[config.mk]
export PLATFORM = sky130hd
export DESIGN_NAME = led_matrix_scan_ctrl
export DESIGN_NICKNAME = d
export VERILOG_FILES = /design/src/rtl/led_scan_pkg.sv /design/src/rtl/led_rr_pick.sv /design/src/rtl/led_matrix_scan_ctrl.sv
export SDC_FILE = /design/constraint.sdc
export NUM_CORES = 1
export LEC_CHECK = 0
export CAP_MARGIN = 10
export CELL_PAD_IN_SITES_DETAIL_PLACEMENT = 0
export CELL_PAD_IN_SITES_GLOBAL_PLACEMENT = 2
export CORE_ASPECT_RATIO = 1.25
export CORE_MARGIN = 3
export CORE_UTILIZATION = 32
export CTS_CLUSTER_SIZE = 8
export DETAILED_ROUTE_END_ITERATION = 12
export PLACE_DENSITY_LB_ADDON = 0.3
export SETUP_SLACK_MARGIN = 0.5
export SLEW_MARGIN = 0
export SYNTH_ARGS = -nofsm -noshare
export SYNTH_HDL_FRONTEND = slang
export SYNTH_HIERARCHICAL = 1
export SYNTH_SLANG_ARGS = --single-unit
[constraint.sdc]
create_clock -name clk_i -period 2.52 [get_ports clk_i]
set_input_delay 0.378 -clock clk_i [delete_from_list [all_inputs] [get_ports clk_i]]
set_output_delay 0.378 -clock clk_i [all_outputs]
set_load 0.03 [all_outputs]
[src/rtl/led_scan_pkg.sv]
// Shared definitions for the LED matrix scan controller: FSM states,
// matrix/row limits and the cycle-counter width helper.
package led_scan_pkg;

   typedef enum logic [1:0] {
      IDLE  = 2'd0,
      BLANK = 2'd1,
      DRIVE = 2'd2
   } scan_state_e;

   localparam int MAX_ROWS   = 8;
   localparam int NUM_MATRIX = 4;

   // Width needed to count up to the longer of the two phase lengths.
   function automatic int cnt_width(input int dwell, input int blank);
      int m;
      m = (dwell > blank) ? dwell : blank;
      return (m < 1) ? 1 : $clog2(m + 1);
   endfunction

endpackage

[src/rtl/led_rr_pick.sv]
// Round-robin picker: finds the first requesting matrix strictly after
// cur_idx (cyclic); wrapped flags that the search went back to or below cur_idx.
module led_rr_pick
   import led_scan_pkg::*;
(
   input  logic [1:0]            cur_idx,
   input  logic [NUM_MATRIX-1:0] req,
   output logic [1:0]            next_idx,
   output logic                  valid,
   output logic                  wrapped
);

   logic [1:0] cand;

   always_comb begin
      next_idx = '0;
      valid    = 1'b0;
      cand     = '0;
      // Walk from the farthest offset down so the nearest requester wins.
      for (int off = NUM_MATRIX; off >= 1; off--) begin
         cand = cur_idx + 2'(off);
         if (req[cand]) begin
            next_idx = cand;
            valid    = 1'b1;
         end
      end
      wrapped = valid && (next_idx <= cur_idx);
   end

endmodule

[src/rtl/led_matrix_scan_ctrl.sv]
// LED matrix scan controller: round-robin over requesting matrices, with a
// blanking gap before every row so the decoder select never moves while enabled.
module led_matrix_scan_ctrl
   import led_scan_pkg::*;
#(
   parameter int ROWS         = 8,
   parameter int DWELL_CYCLES = 1000,
   parameter int BLANK_CYCLES = 4
) (
   input  logic            clk_i,
   input  logic            rst_n_i,
   input  logic            scan_en_i,
   input  logic [3:0]      matrix_req_i,
   output logic [1:0]      sel_2bit_o,
   output logic            decoder_en_o,
   output logic [ROWS-1:0] row_sel_o,
   output logic            frame_done_o
);

   localparam int CW = cnt_width(DWELL_CYCLES, BLANK_CYCLES);
   localparam int RW = (ROWS > 1) ? $clog2(ROWS) : 1;

   localparam logic [CW-1:0] BLANK_LAST = CW'(BLANK_CYCLES - 1);
   localparam logic [CW-1:0] DWELL_LAST = CW'(DWELL_CYCLES - 1);
   localparam logic [RW-1:0] ROW_LAST   = RW'(ROWS - 1);

   scan_state_e   state;
   logic [CW-1:0] cnt;
   logic [RW-1:0] row;

   logic [1:0] pick_cur;
   logic [1:0] pick_idx;
   logic       pick_valid;
   logic       pick_wrapped;

   // From IDLE the search starts just after matrix 3, i.e. at matrix 0.
   assign pick_cur = (state == IDLE) ? 2'd3 : sel_2bit_o;

   led_rr_pick u_pick (
      .cur_idx  (pick_cur),
      .req      (matrix_req_i),
      .next_idx (pick_idx),
      .valid    (pick_valid),
      .wrapped  (pick_wrapped)
   );

   always_ff @(posedge clk_i or negedge rst_n_i) begin
      if (!rst_n_i) begin
         state        <= IDLE;
         cnt          <= '0;
         row          <= '0;
         sel_2bit_o   <= '0;
         decoder_en_o <= 1'b0;
         row_sel_o    <= '0;
         frame_done_o <= 1'b0;
      end else begin
         frame_done_o <= 1'b0;
         if (state != IDLE && !scan_en_i) begin
            state        <= IDLE;
            cnt          <= '0;
            row          <= '0;
            decoder_en_o <= 1'b0;
            row_sel_o    <= '0;
         end else begin
            case (state)
               IDLE: begin
                  if (scan_en_i && pick_valid) begin
                     state      <= BLANK;
                     sel_2bit_o <= pick_idx;
                     row        <= '0;
                     cnt        <= '0;
                  end
               end
               BLANK: begin
                  if (cnt == BLANK_LAST) begin
                     state        <= DRIVE;
                     cnt          <= '0;
                     decoder_en_o <= 1'b1;
                     row_sel_o    <= ROWS'(1) << row;
                  end else begin
                     cnt <= cnt + 1'b1;
                  end
               end
               DRIVE: begin
                  if (cnt == DWELL_LAST) begin
                     cnt          <= '0;
                     decoder_en_o <= 1'b0;
                     row_sel_o    <= '0;
                     if (row != ROW_LAST) begin
                        row   <= row + 1'b1;
                        state <= BLANK;
                     end else begin
                        // Matrix advance: the only point matrix_req_i is sampled.
                        row <= '0;
                        if (pick_valid) begin
                           state        <= BLANK;
                           sel_2bit_o   <= pick_idx;
                           frame_done_o <= pick_wrapped;
                        end else begin
                           state <= IDLE;
                        end
                     end
                  end else begin
                     cnt <= cnt + 1'b1;
                  end
               end
               default: state <= IDLE;
            endcase
         end
      end
   end

endmodule

After elaboration in Yosys (flattened, before gate mapping)
Cells that the tools add are included.
- flip-flop bits (word level): 27
- input bits: 7
- output and inout bits: 12
- word-level logic and storage cells: 98
- add/subtract/negate cells: 5
- magnitude comparators: 5
- equality and inequality tests: 12
- shifts and indexed selects: 1
- multiplexer cells: 52
- bitwise gates (word level): 1
- reductions and logical operators: 15
- operators with widths (kind ; number):
    $mux 10 ; 4
    $pmux 10 s3 ; 1
    $mux 2 ; 13
    $mux 8 ; 3
    $mux 1 ; 18
    $pmux 8 s2 ; 1
    $lt 2x3->1 const B ; 4
    $mux 3 ; 4
    $add 10x1->10 const B ; 1
    $eq 10x10->1 const B ; 1
    $eq 10x2->1 const B ; 1
    $ne 3x3->1 const B ; 3
    $reduce_and 3->1 ; 3
    $bmux 1 s2 ; 4
    $shl 1x3->8 const A ; 1
    $ne 2x2->1 const B ; 3
    $pmux 2 s3 ; 1
    $pmux 3 s2 ; 1
    $reduce_and 6->1 ; 1
    $reduce_bool 3->1 ; 2
    $add 2x2->2 const B ; 2
    $pmux 2 s2 ; 1
    $reduce_bool 2->1 ; 2
    $reduce_bool 4->1 ; 1
    13 further kinds ; 15

Longest topological paths before layout
Gate-level depths: netlist of run 1.
- depth after elaboration: 15
- depth in mapped cells: 13

Hierarchy
The synthesis of run 1 kept the hierarchy.
- modules (own cells, without submodules) (module ; times used ; cells an instance ; area an instance (um^2) ; sequential area each (um^2)):
    led_matrix_scan_ctrl ; 1 ; 166 ; 1641.6 ; 675.6
    led_rr_pick ; 1 ; 22 ; 140.1 ; 0.0

Least setup slack after synthesis of run 1
OpenSTA, ideal clock, no wires.
- path kind: register to register
- start: reg state[0]
- end: reg frame_done_o
- library setup time: 101 ps
- arrival: 2340 ps
- setup slack: 79 ps
- stages on the path, launching flop included: 14
- buffers on the path: 1
- clock period less this slack: 2441 ps
- cells stage by stage: dfrtp_1 inv_1 ha_1 clkbuf_1 or2_2 a21oi_1 a31oi_1 a21oi_1 ha_1 nor2b_1 o21ai_0 and2_1 nand3_1 nor4_1
- longest elaborated chain between the ends: 15
- elaborated cells between the ends (all ways): 31
- classes of those cells: add/sub: 3; order compare: 1; eq/ne: 1; mux: 22; reduce/logical: 4
- RTL lines (what ; RTL line ; RTL):
    start, declared ; led_matrix_scan_ctrl.sv:27 ; scan_state_e state;
    start signal, assigned ; led_matrix_scan_ctrl.sv:49 ; state <= IDLE;
    start signal, assigned ; led_matrix_scan_ctrl.sv:59 ; state <= IDLE;
    start signal, assigned ; led_matrix_scan_ctrl.sv:68 ; state <= BLANK;
    $logic_not 2->1 (*) ; led_matrix_scan_ctrl.sv:37 ; assign pick_cur = (state == IDLE) ? 2'd3 : sel_2bit_o;
    $mux 2 (*) ; led_matrix_scan_ctrl.sv:37 ;
    named net pick_cur[1] ; led_matrix_scan_ctrl.sv:31 ; logic [1:0] pick_cur;
    $add 2x2->2 / $bmux 1 s2 (equally long branches) ; led_rr_pick.sv:21, led_rr_pick.sv:22 ;
    $bmux 1 s2 / $mux 1 (equally long branches) ; led_rr_pick.sv:22 ; if (req[cand]) begin
    $mux 1 (implied by the code) / $mux 2 (equally long branches) ; led_rr_pick.sv:22 ;
    $mux 2 (2 in a row) ; led_rr_pick.sv:22 ;
    $mux 2 (*) ; led_rr_pick.sv:22 ;
    named net pick_idx[1] ; led_matrix_scan_ctrl.sv:32 ; logic [1:0] pick_idx;
    $le 2x2->1 (*) ; led_rr_pick.sv:27 ; wrapped = valid && (next_idx <= cur_idx);
    $logic_and 1x1->1 (*) ; led_rr_pick.sv:27 ;
    named net pick_wrapped ; led_matrix_scan_ctrl.sv:34 ; logic pick_wrapped;
    $mux 1 (*) ; led_matrix_scan_ctrl.sv:95 ; if (pick_valid) begin
    $mux 1 (*) ; led_matrix_scan_ctrl.sv:89 ; if (row != ROW_LAST) begin
    $mux 1 (*) ; led_matrix_scan_ctrl.sv:85 ; if (cnt == DWELL_LAST) begin
    $mux 1 (*) ; led_matrix_scan_ctrl.sv:65 ; case (state)
    $mux 1 (*) ; led_matrix_scan_ctrl.sv:58 ; if (state != IDLE && !scan_en_i) begin
    end signal, assigned ; led_matrix_scan_ctrl.sv:98 ; frame_done_o <= pick_wrapped;
    end, declared ; led_matrix_scan_ctrl.sv:17 ; output logic frame_done_o
Mark *: on every way through the listed nets, which the timed path passes. The rest lies on a longest branch. The select of a mux whose other input is x is not followed.
A chain may end at the register's enable or synchronous reset.

Worst setup path in the final report of run 1
- start: reg state[1]
- end: reg frame_done_o
The elaborated chain is that of the path after synthesis.

==> results.txt, run 1 <==
----------------------------------------------------
[Outcome]
  Result of the run ... completed

[Timing]
  Total count of hold-check failures in the final report ... 0
  Period utilization ... 96.20%
  Setup repair after global routing missed its margin ... yes
  Maximum clock rate ... 0.4125 GHz
  Final number of setup-violating endpoints ... 0
  Final worst path period need ... 2.424 ns
  Sum Neg Setup Slack ... 0 ns
  Final Max Slew Viols ... 0
  Relative slew margins ... 69.89%
  Fin Clk Skew ... 0.006942 ns
  Tightest Pin Transition ... 0.4470 ns

[Global route]
  Vias in the first global route ... 1,478
  Global-route met3 utilization ... 1.687%
  Highest-utilization routing layer at the global route stage ... met2
  Overall Global Routing Usage ... 13.46%
  GRT met2 Usage ... 25.04%
  Global-route wire length before repair ... 6906 µm
  Pin count of the biggest net entering global routing ... 28
  GRT Residual Overflow ... 0
  Met1 track utilization from global routing ... 15.79%
  Initial antenna violation count ... 0

[Routing]
  Vias per Instance ... 5.269
  First-pass iteration count of the detailed router ... 4
  Wire length after detailed routing ... 4468 µm
  Final routed DRC violation total ... 0
  Via count ... 1,565
  Average detailed-routed wire length per instance ... 15.04 µm
  Initial detailed-routing violation count ... 40
  Routed Antenna Nets ... 0

[Floorplanning]
  Die Area ... 6505 µm²
  Io pins ... 19
  DIE WIDTH ... 72.74 µm
  Area of the placeable core ... 5225 µm²
  Row Count ... 29
  Initial core utilization ... 34.10%
  Vert. Die Dim ... 89.43 µm

[Cells and area]
  Final instance area ... 2447 µm²
  Final-layout fill cell count ... 494
  Final net count ... 258
  ANT cells ... 0
  Ratio of cells with drive above 1 in the final layout ... 31.49%
  Layout area overhead ... 37.36%

[Synthesis]
  Number of enable flip-flop cells after synthesis ... 0
  Fraction of the mapped netlist area in adder cells ... 10.53%
  Distinct cells, synth ... 47
  Top-area cell type share of the netlist area ... 37.92%
  Synth Net Count ... 210
  Mapped Avg Cell Area ... 9.477 µm²
  Synth Area in XOR/XNOR ... 0%
  Fraction of registers with async set or reset after synthesis ... 100.0%
  Share of synthesized area spent on multiplexers ... 4.143%
  Portion of the post-synthesis area used by sequential elements ... 37.92%
  Dominant synthesized flop cell ... sky130_fd_sc_hd__dfrtp_1
  Post-synth top area cell ... sky130_fd_sc_hd__dfrtp_1
  Post-synthesis instance total ... 188
  Area of the mapped netlist ... 1782 µm²
  Main combinational cell family by area after synthesis ... simple AND/OR/NAND/NOR gates
  Number of warnings issued by yosys ... 6
  Top cells by area, synth ... sky130_fd_sc_hd__dfrtp_1 (38%), sky130_fd_sc_hd__ha_1 (11%), sky130_fd_sc_hd__o21ai_0 (4.5%)
  Flip-flop and latch count after synthesis ... 27
  Area fraction in and, or, nand and nor cells after synthesis ... 21.91%
  Complex-gate fraction of the synthesized area ... 21.00%

[Worst setup path]
  Reg-to-reg slack, setup ... 0.1 ns
  Data arrival time at the worst-slack endpoint ... 2.61 ns
  CP required ... 2.71 ns
  Type of origin of the critical path ... register
  Maximum single-stage delay on the critical path ... 0.37 ns
  Kind of end point of the critical path ... register
  Critical path buffers and inverters ... 1
  Reg2Reg Capture Point ... frame_done_o
  Cell type group with the largest total delay on the critical path ... simple AND/OR/NAND/NOR gates
  Startpoint of the worst-slack reg-to-reg timing path ... state[1]
  Classification of the worst setup path ... reg2reg
  Critical path, cell by cell ... inv_2, ha_4, or2_4, a21oi_2, a31oi_1, a21oi_2, ha_1, nor2b_4, o21ai_2, and2_1, nand3_2, nor4_4
  Worst-path cell with the longest stage delay ... sky130_fd_sc_hd__dfrtp_1
  Maximum fanout count along the critical path ... 6
  Cell repeated most along the worst path ... sky130_fd_sc_hd__a21oi_2
  Count of cells along the worst register-to-register path ... 12

[Placed design]
  Final Wtd Congestion ... 0.8631
  Total cell area at the placement stage ... 2081 µm²
  Half-perimeter wire length of the detailed placement result ... 3044 µm
  Buffers on Ports ... 18

[Clock network]
  Clock tree root driver cell ... sky130_fd_sc_hd__clkbuf_8
  Clk Latency, worst-skew pair ... 0.28 ns
  Maximum number of buffers from clock root to sink ... 2
  Clock transition at path regs ... 0.11 ns
  CTS H-tree depth ... 1
  Total clock buffers created by CTS ... 3
  Clock tree from TritonCTS ... built
  Clock Sinks ... 27

[Pwr]
  Total leakage power ... 1.028 nW
  Max VDD drop ... 310.1 µV
  Cell area power density ... 922.0 nW/µm²
  Power after layout ... 2.257 mW

[Job]
  Max-Cap Viols ... 0

[Min path]
  Worst hold path type ... in2async

----------------------------------------------------
[logic make-up after synthesis]
logic type               after synthesis
adder cells (fa/ha/maj)               15
buffers and inverters                 19
AND/OR/NAND/NOR                       67
multiplexers                           7
AO/OA/AOI/OAI                         53
flip-flops                            27
[cells in the final DEF, fill, tap and decap left out, types with 6 or more instances in the layout]
cell type,synthesis,final
sky130_fd_sc_hd__a32o_1,6,6
sky130_fd_sc_hd__nand2_1,21,19
sky130_fd_sc_hd__ha_1,15,9
sky130_fd_sc_hd__clkdlybuf4s50_1,0,14
sky130_fd_sc_hd__nor3_1,7,7
sky130_fd_sc_hd__inv_1,13,11
sky130_fd_sc_hd__o21ai_0,16,12
sky130_fd_sc_hd__dfrtp_1,27,27
sky130_fd_sc_hd__buf_4,0,30
[flip-flops by register name (all words and copies together), names as in the netlist]
signal	flops
row_sel_o	8
frame_done_o	1
row	3
sel_2bit_o	2
cnt	10
decoder_en_o	1
state	2
[layout make-up]
class | count | area (µm²) | share of cell area, %
clock inverters | 1 | 7.507 | 0.3067
multi-input cells | 142 | 1181 | 48.26
inverters | 13 | 48.80 | 1.994
repair buffers | 49 | 415.4 | 16.97
flip-flops and latches | 27 | 675.6 | 27.61
clock buffers | 3 | 41.29 | 1.687
well taps | 62 | 77.57 | 3.170
[cell usage after synthesis (4+ instances only)]
| cell type | count |
|---|---|
| sky130_fd_sc_hd__a21oi_1 | 7 |
| sky130_fd_sc_hd__mux2i_1 | 4 |
| sky130_fd_sc_hd__inv_1 | 13 |
| sky130_fd_sc_hd__nor2b_1 | 4 |
| sky130_fd_sc_hd__ha_1 | 15 |
| sky130_fd_sc_hd__nor2_1 | 6 |
| sky130_fd_sc_hd__dfrtp_1 | 27 |
| sky130_fd_sc_hd__nand3_1 | 4 |
| sky130_fd_sc_hd__a32o_1 | 6 |
| sky130_fd_sc_hd__nor3_1 | 7 |
| sky130_fd_sc_hd__o21ai_0 | 16 |
| sky130_fd_sc_hd__nand2_1 | 21 |
| sky130_fd_sc_hd__nor4_1 | 5 |
[worst max-delay path by stage]
stage | to | slack (ns) | startpoint | cells after the start
floorplan | frame_done_o | 0.20 | state[0] | 13
global placement | frame_done_o | -0.06 | state[1] | 12
detailed placement | frame_done_o | -0.09 | state[1] | 12
CTS | frame_done_o | 0.07 | state[1] | 12
global route | frame_done_o | -0.03 | state[1] | 12
finish | frame_done_o | 0.1 | state[1] | 12
[where the power goes]
part / internal (mW) / switching, mW / leakage, nW
sequential: 0.504 / 0.0437 / 0.366
combinational: 0.702 / 0.743 / 0.640
clock: 0.113 / 0.152 / 0.0217
[per-stage QoR]
step | instances | utilization (%) | setup WS (ns) | hold slack (ns)
3_5_place_dp | 271 | 39.82 | -0.08807 | 0.4826
5_1_grt | 297 | 46.84 | -0.03077 | 0.5134
2_1_floorplan | 188 | - | 0.1972 | 0.08241
3_3_place_gp | 271 | 39.82 | -0.05734 | 0.4790
6_report | 297 | 46.84 | 0.09587 | 0.4827
4_1_cts | 280 | 42.00 | 0.06562 | 0.4905
[per-layer routing]
metal | vias up | wire length [µm]
met5 | - | 0
met1 | 750 | 2006
met4 | 0 | 63
met3 | 6 | 87
met2 | 21 | 2310
li1 | 788 | -
[what timing repair did]
item                       CTS  global route
pin swaps                    1            15
buffers inserted             5            17
setup endpoints to repair   15            25
hold buffers                 0             0
resized for setup           10            32
Power figures use the tool's default switching activity.
==> run 2, diff against run 1 <==
--- a/config.mk
+++ b/config.mk
@@ -8,13 +8,14 @@
 export CAP_MARGIN = 10
 export CELL_PAD_IN_SITES_DETAIL_PLACEMENT = 0
 export CELL_PAD_IN_SITES_GLOBAL_PLACEMENT = 2
-export CORE_ASPECT_RATIO = 1.25
 export CORE_MARGIN = 3
 export CORE_UTILIZATION = 32
 export CTS_CLUSTER_SIZE = 8
 export DETAILED_ROUTE_END_ITERATION = 12
+export GPL_TIMING_DRIVEN = 0
 export PLACE_DENSITY_LB_ADDON = 0.3
 export SETUP_SLACK_MARGIN = 0.5
+export SKIP_CTS_REPAIR_TIMING = 1
 export SLEW_MARGIN = 0
 export SYNTH_ARGS = -nofsm -noshare
 export SYNTH_HDL_FRONTEND = slang
==> results.txt, run 2 (synthesis results as in run 1) <==
----------------------------------------------------
[Placed design]
  Buffers on Ports ... 18 (unchanged)
  Half-perimeter wire length of the detailed placement result ... 3170 µm (was 3044 µm)
  Final Wtd Congestion ... 0.8304 (was 0.8631)

[Outcome]
  Violated checks ... setup timing
  Result of the run ... finished, violations left (was completed)

[Floorplanning]
  Vert. Die Dim ... 80.62 µm (was 89.43 µm)
  Initial core utilization ... 34.02% (was 34.10%)
  DIE WIDTH ... 80.62 µm (was 72.74 µm)
  Io pins ... 19 (unchanged)
  Row Count ... 26 (was 29)
  Die Area ... 6499 µm² (was 6505 µm²)
  Area of the placeable core ... 5238 µm² (was 5225 µm²)

[Cells and area]
  Multi-input logic area ... 1181 µm² (unchanged)
  Post-layout utilization of the core ... 48.18% (was 46.84%)
  Register with the highest flop count ... cnt (unchanged)
  Commonest non-fill, non-tap cells in the layout ... sky130_fd_sc_hd__dfrtp_1 (25), sky130_fd_sc_hd__buf_4 (21), sky130_fd_sc_hd__nand2_1 (20), sky130_fd_sc_hd__clkdlybuf4s50_1 (17), sky130_fd_sc_hd__o21ai_0 (13) (was sky130_fd_sc_hd__buf_4 (30), sky130_fd_sc_hd__dfrtp_1 (27), sky130_fd_sc_hd__nand2_1 (19), sky130_fd_sc_hd__clkdlybuf4s50_1 (14), sky130_fd_sc_hd__o21ai_0 (12))
  Registers with the highest flip-flop counts ... cnt x10, row_sel_o x8, row x3 (unchanged)
  Layout area overhead ... 41.64% (was 37.36%)
  ANT cells ... 0 (unchanged)
  Most common cell after layout, fill and taps aside ... sky130_fd_sc_hd__dfrtp_1 (was sky130_fd_sc_hd__buf_4)
  Final-layout fill cell count ... 509 (was 494)
  Ratio of cells with drive above 1 in the final layout ... 30.64% (was 31.49%)
  Final net count ... 258 (unchanged)
  Sequential cell area in the final layout ... 678.2 µm² (was 675.6 µm²)
  Number of flip-flops in the largest register ... 10 (unchanged)

[Routing]
  Initial detailed-routing violation count ... 54 (was 40)
  Wire length after detailed routing ... 4593 µm (was 4468 µm)
  Average detailed-routed wire length per instance ... 15.06 µm (was 15.04 µm)
  Routed Antenna Nets ... 0 (unchanged)
  Via count ... 1,624 (was 1,565)
  First-pass iteration count of the detailed router ... 4 (unchanged)
  Vias per Instance ... 5.325 (was 5.269)
  Final routed DRC violation total ... 0 (unchanged)

[Global route]
  GRT Residual Overflow ... 0 (unchanged)
  Initial antenna violation count ... 0 (unchanged)
  Global-route wire length before repair ... 7245 µm (was 6906 µm)
  Vias in the first global route ... 1,499 (was 1,478)
  Overall Global Routing Usage ... 13.90% (was 13.46%)
  Pin count of the biggest net entering global routing ... 18 (was 28)

[Clock network]
  Clock transition at path regs ... 0.11 ns (about the same)
  Clock tree from TritonCTS ... built (unchanged)
  Clk Latency, worst-skew pair ... 0.28 ns (about the same)
  CTS H-tree depth ... 1 (unchanged)
  Total clock buffers created by CTS ... 3 (unchanged)
  Clock tree root driver cell ... sky130_fd_sc_hd__clkbuf_8 (unchanged)
  Clock Sinks ... 27 (unchanged)
  Maximum number of buffers from clock root to sink ... 2 (unchanged)

[Worst setup path]
  Data arrival time at the worst-slack endpoint ... 2.80 ns (was 2.61 ns)
  Startpoint of the worst-slack reg-to-reg timing path ... state[0] (was state[1])
  Worst setup startpoint ... state[0] (was state[1])
  Kind of end point of the critical path ... register (unchanged)
  Count of cells along the worst register-to-register path ... 13 (was 12)
  Classification of the worst setup path ... reg2reg (unchanged)
  Worst setup path endpoint ... frame_done_o (unchanged)
  Reg-to-reg slack, setup ... -0.09 ns (was 0.1 ns)
  Reg2Reg Capture Point ... frame_done_o (unchanged)
  Maximum fanout count along the critical path ... 6 (unchanged)
  Type of origin of the critical path ... register (unchanged)
  CP required ... 2.71 ns (about the same)

[Timing]
  Period utilization ... 103.5% (was 96.20%)
  Sum Neg Setup Slack ... -0.08700 ns (was 0 ns)
  Post-route worst setup slack ... -0.08700 ns (was 0.09587 ns)
  Final number of setup-violating endpoints ... 1 (was 0)
  Final Max Slew Viols ... 0 (unchanged)
  Final worst path period need ... 2.607 ns (was 2.424 ns)
  Maximum clock rate ... 0.3836 GHz (was 0.4125 GHz)
  Setup repair after global routing missed its margin ... yes (unchanged)
  Tightest Pin Transition ... 0.6832 ns (was 0.4470 ns)
  Fin Clk Skew ... 0.008145 ns (was 0.006942 ns)
  Total count of hold-check failures in the final report ... 0 (unchanged)
  Relative slew margins ... 54.31% (was 69.89%)

[Pwr]
  Cell area power density ... 934.2 nW/µm² (was 922.0 nW/µm²)
  Total leakage power ... 1.052 nW (was 1.028 nW)
  Max VDD drop ... 371.0 µV (was 310.1 µV)

[Min path]
  Worst hold path type ... in2async (unchanged)

[Job]
  Max-Cap Viols ... 0 (unchanged)

----------------------------------------------------
-- run 2: power by group --
group          switching (mW)  leakage, nW  total, mW  internal, mW
Sequential             0.0644        0.363      0.571         0.506
Combinational           0.759        0.667       1.52         0.761
Clock                   0.154       0.0217      0.266         0.113
-- run 2: critical path: stages (launching register included) --
cell	delay, ns
sky130_fd_sc_hd__dfrtp_2	0.46
sky130_fd_sc_hd__inv_4	0.07
sky130_fd_sc_hd__ha_4	0.16
sky130_fd_sc_hd__buf_6	0.12
sky130_fd_sc_hd__or2_4	0.25
sky130_fd_sc_hd__a21oi_2	0.13
sky130_fd_sc_hd__a31oi_1	0.06
sky130_fd_sc_hd__a21oi_1	0.23
sky130_fd_sc_hd__ha_1	0.29
sky130_fd_sc_hd__nor2b_4	0.13
sky130_fd_sc_hd__o21ai_1	0.13
sky130_fd_sc_hd__and2_1	0.15
sky130_fd_sc_hd__nand3_2	0.11
sky130_fd_sc_hd__nor4_4	0.21
-- run 2: layer usage --
layer / vias up / routed length [µm] / global-route usage, %
met2: 30 / 2332 / 23.51
met4: 0 / 45 / 3.547
met1: 797 / 2114 / 18.66
met3: 6 / 100 / 1.682
met5: - / 0 / 0
li1: 791 / - / -
-- run 2: worst min-delay path by stage --
| stage | cells past startpoint | startpoint | slack (ns) | to |
|---|---|---|---|---|
| CTS | 1 | rst_n_i | 0.50 | state[0] |
| floorplan | 0 | rst_n_i | 0.08 | cnt[0] |
| global route | 1 | rst_n_i | 0.50 | cnt[9] |
| finish | 1 | rst_n_i | 0.50 | state[0] |
| global placement | 1 | row_sel_o[4] | 0.48 | row_sel_o[4] |
| detailed placement | 1 | row_sel_o[6] | 0.49 | row_sel_o[6] |
-- run 2: cell type report --
class,instances,share of cell area (%)
multi-input combinational,142,46.80
sequential,27,26.87
timing repair buffer,43,16.61
tap,70,3.471
buffer,6,2.181
inverter,13,2.132
clock buffer,3,1.636
clock inverter,1,0.2975
-- run 2: stage by stage --
step                total power [mW]  std cells  hold WS (ns)  setup slack [ns]  cell area (µm²)
floorplan                      1.288        188       0.08241            0.1972             1788
global placement               1.553        276        0.4755           -0.2195             2056
detailed placement             1.590        277        0.4852           -0.2440             2083
CTS                            1.866        281        0.5028           -0.2728             2132
global route                   2.521        305        0.5042           -0.1861             2524
finish                         2.358        305        0.4968          -0.08700             2524
==> run 3, diff against run 2 <==
--- a/config.mk
+++ b/config.mk
@@ -21,3 +21,4 @@
 export SYNTH_HDL_FRONTEND = slang
 export SYNTH_HIERARCHICAL = 1
 export SYNTH_SLANG_ARGS = --single-unit
+export TNS_END_PERCENT = 30
==> results.txt, run 3 (synthesis results as in run 1) <==
----------------------------------------------------
[Pwr]
  Power after layout ... 2.231 mW (was 2.358 mW)
  Switching Fraction ... 42.26% (was 41.45%)
  Cell area power density ... 925.0 nW/µm² (was 934.2 nW/µm²)
  Total leakage power ... 0.9956 nW (was 1.052 nW)
  Max VDD drop ... 365.7 µV (was 371.0 µV)
  Switching component of the power ... 0.9430 mW (was 0.9774 mW)
  Combinational power share ... 62.3% (was 64.5%)
  Portion of total power attributed to the clock network ... 12.0% (was 11.3%)
  Internal power ... 1.288 mW (was 1.380 mW)
  Share of power burned in registers ... 25.8% (was 24.2%)

[Clock network]
  Maximum number of buffers from clock root to sink ... 2 (unchanged)
  Clock Sinks ... 27 (unchanged)
  Clk Latency, worst-skew pair ... 0.28 ns (about the same)
  Total clock buffers created by CTS ... 3 (unchanged)
  CTS H-tree depth ... 1 (unchanged)
  Clock tree from TritonCTS ... built (unchanged)
  Clock transition at path regs ... 0.11 ns (about the same)
  Clock tree root driver cell ... sky130_fd_sc_hd__clkbuf_8 (unchanged)

[Floorplanning]
  DIE WIDTH ... 80.62 µm (unchanged)
  Area of the placeable core ... 5238 µm² (unchanged)
  Vert. Die Dim ... 80.62 µm (unchanged)
  Initial core utilization ... 34.02% (unchanged)
  Io pins ... 19 (unchanged)
  Row Count ... 26 (unchanged)
  Die Area ... 6499 µm² (unchanged)

[Outcome]
  Violated checks ... setup timing (unchanged)
  Result of the run ... finished, violations left (unchanged)

[Worst setup path]
  CP required ... 2.71 ns (about the same)
  Type of origin of the critical path ... register (unchanged)
  Data arrival time at the worst-slack endpoint ... 2.78 ns (was 2.80 ns)
  Worst-path cell with the longest stage delay ... sky130_fd_sc_hd__dfrtp_2 (unchanged)
  Kind of end point of the critical path ... register (unchanged)
  Maximum single-stage delay on the critical path ... 0.46 ns (about the same)
  Maximum fanout count along the critical path ... 6 (unchanged)
  Critical path, cell by cell ... inv_4, ha_4, buf_6, or2_4, a21oi_2, a31oi_1, a21oi_1, ha_1, nor2b_4, o21ai_1, and2_1, nand3_2, nor4_4 (unchanged)
  Classification of the worst setup path ... reg2reg (unchanged)

[Timing]
  Maximum clock rate ... 0.3860 GHz (was 0.3836 GHz)
  Total count of hold-check failures in the final report ... 0 (unchanged)
  Period utilization ... 102.8% (was 103.5%)
  Sum Neg Setup Slack ... -0.07044 ns (was -0.08700 ns)
  Setup repair after global routing missed its margin ... yes (unchanged)
  Final worst path period need ... 2.590 ns (was 2.607 ns)
  Tightest Pin Transition ... 0.6866 ns (was 0.6832 ns)
  Post-route worst setup slack ... -0.07044 ns (was -0.08700 ns)
  Relative slew margins ... 54.08% (was 54.31%)
  Final Max Slew Viols ... 0 (unchanged)
  Fin Clk Skew ... 0.006947 ns (was 0.008145 ns)
  Final number of setup-violating endpoints ... 1 (unchanged)

[Routing]
  Via count ... 1,595 (was 1,624)
  Final routed DRC violation total ... 0 (unchanged)
  Wire length after detailed routing ... 4373 µm (was 4593 µm)
  Routed Antenna Nets ... 0 (unchanged)
  Average detailed-routed wire length per instance ... 14.77 µm (was 15.06 µm)
  Initial detailed-routing violation count ... 74 (was 54)
  Vias per Instance ... 5.389 (was 5.325)
  First-pass iteration count of the detailed router ... 4 (unchanged)

[Cells and area]
  Most common cell after layout, fill and taps aside ... sky130_fd_sc_hd__dfrtp_1 (unchanged)
  Layout area overhead ... 35.39% (was 41.64%)
  Multi-input logic area ... 1162 µm² (was 1181 µm²)
  Register with the highest flop count ... cnt (unchanged)
  Number of flip-flops in the largest register ... 10 (unchanged)
  Sequential cell area in the final layout ... 678.2 µm² (unchanged)
  Ratio of cells with drive above 1 in the final layout ... 27.43% (was 30.64%)
  Registers with the highest flip-flop counts ... cnt x10, row_sel_o x8, row x3 (unchanged)
  Final net count ... 249 (was 258)
  Final-layout fill cell count ... 515 (was 509)
  ANT cells ... 0 (unchanged)
  Commonest non-fill, non-tap cells in the layout ... sky130_fd_sc_hd__dfrtp_1 (25), sky130_fd_sc_hd__nand2_1 (20), sky130_fd_sc_hd__clkdlybuf4s50_1 (17), sky130_fd_sc_hd__buf_4 (14), sky130_fd_sc_hd__o21ai_0 (13) (was sky130_fd_sc_hd__dfrtp_1 (25), sky130_fd_sc_hd__buf_4 (21), sky130_fd_sc_hd__nand2_1 (20), sky130_fd_sc_hd__clkdlybuf4s50_1 (17), sky130_fd_sc_hd__o21ai_0 (13))

[Placed design]
  Half-perimeter wire length of the detailed placement result ... 3170 µm (unchanged)
  Final Wtd Congestion ... 0.8304 (unchanged)
  Buffers on Ports ... 18 (unchanged)

[Global route]
  GRT Residual Overflow ... 0 (unchanged)
  Overall Global Routing Usage ... 13.90% (unchanged)
  Initial antenna violation count ... 0 (unchanged)
  Global-route wire length before repair ... 7245 µm (unchanged)
  Pin count of the biggest net entering global routing ... 18 (unchanged)
  Vias in the first global route ... 1,499 (unchanged)

[Min path]
  Worst hold path type ... in2async (unchanged)

[Job]
  Max-Cap Viols ... 0 (unchanged)

----------------------------------------------------
==> run 3: cell types whose count changed in the layout (fill, tap and decap cells not counted), sizes merged <==
cell and change:
buf -10, clkbuf +1
==> run 3: path summary, 6_finish.rpt <==
check | startpoint | end | slack (ns) | cells past startpoint
worst max-delay path | state[0] | frame_done_o | -0.07 | 13
worst min-delay path | rst_n_i | state[0] | 0.50 | 1
worst max register to register | state[0] | frame_done_o | -0.07 | 13
worst min register to register | row_sel_o[4] | row_sel_o[4] | 0.51 | 1
max in group asynchronous | rst_n_i | frame_done_o | 1.50 | 2
min in group clk_i | row_sel_o[4] | row_sel_o[4] | 0.51 | 1
==> run 3: through the flow <==
stage | worst slack (ns) | cells | instance area [µm²] | util (%) | hold WS, ns
floorplan | 0.1972 | 188 | 1788 | - | 0.08241
global placement | -0.2195 | 276 | 2056 | 39.25 | 0.4755
detailed placement | -0.2440 | 277 | 2083 | 39.78 | 0.4852
CTS | -0.2728 | 281 | 2132 | 40.71 | 0.5028
global route | -0.1816 | 296 | 2412 | 46.06 | 0.5044
finish | -0.07044 | 296 | 2412 | 46.06 | 0.4989
==> run 3: final cells by class <==
class	count	share of cell area, %
Multi-Input combinational cell	142	48.18
Sequential cell	27	28.11
Timing Repair Buffer	34	13.54
Tap cell	70	3.631
Buffer	6	2.282
Inverter	13	2.230
Clock buffer	3	1.712
Clock inverter	1	0.3112
==> run 3: worst max-delay path: cells and delay by family, from the launching register on <==
| family | cells | cell delay (ns) |
|---|---|---|
| simple gates | 5 | 0.84 |
| compound gates | 4 | 0.54 |
| flops | 1 | 0.46 |
| fa+ha+maj | 2 | 0.45 |
| buf+inv | 2 | 0.19 |
==> run 3: routing by layer <==
layer,part of all wire [%],track usage (%),up-vias
li1,-,-,780
met1,46,18.66,781
met2,50,23.51,28
met3,2.3,1.682,6
met4,1.1,3.547,0
met5,0,0,-
==> run 3: power by group through the flow <==
stage               clock network [mW]  registers, mW  logic, mW
global route                     0.300          0.587       1.51
global placement                     0          0.573      0.980
finish                           0.267          0.575       1.39
floorplan                            0          0.648      0.640
detailed placement                   0          0.579       1.01
CTS                              0.280          0.570       1.02
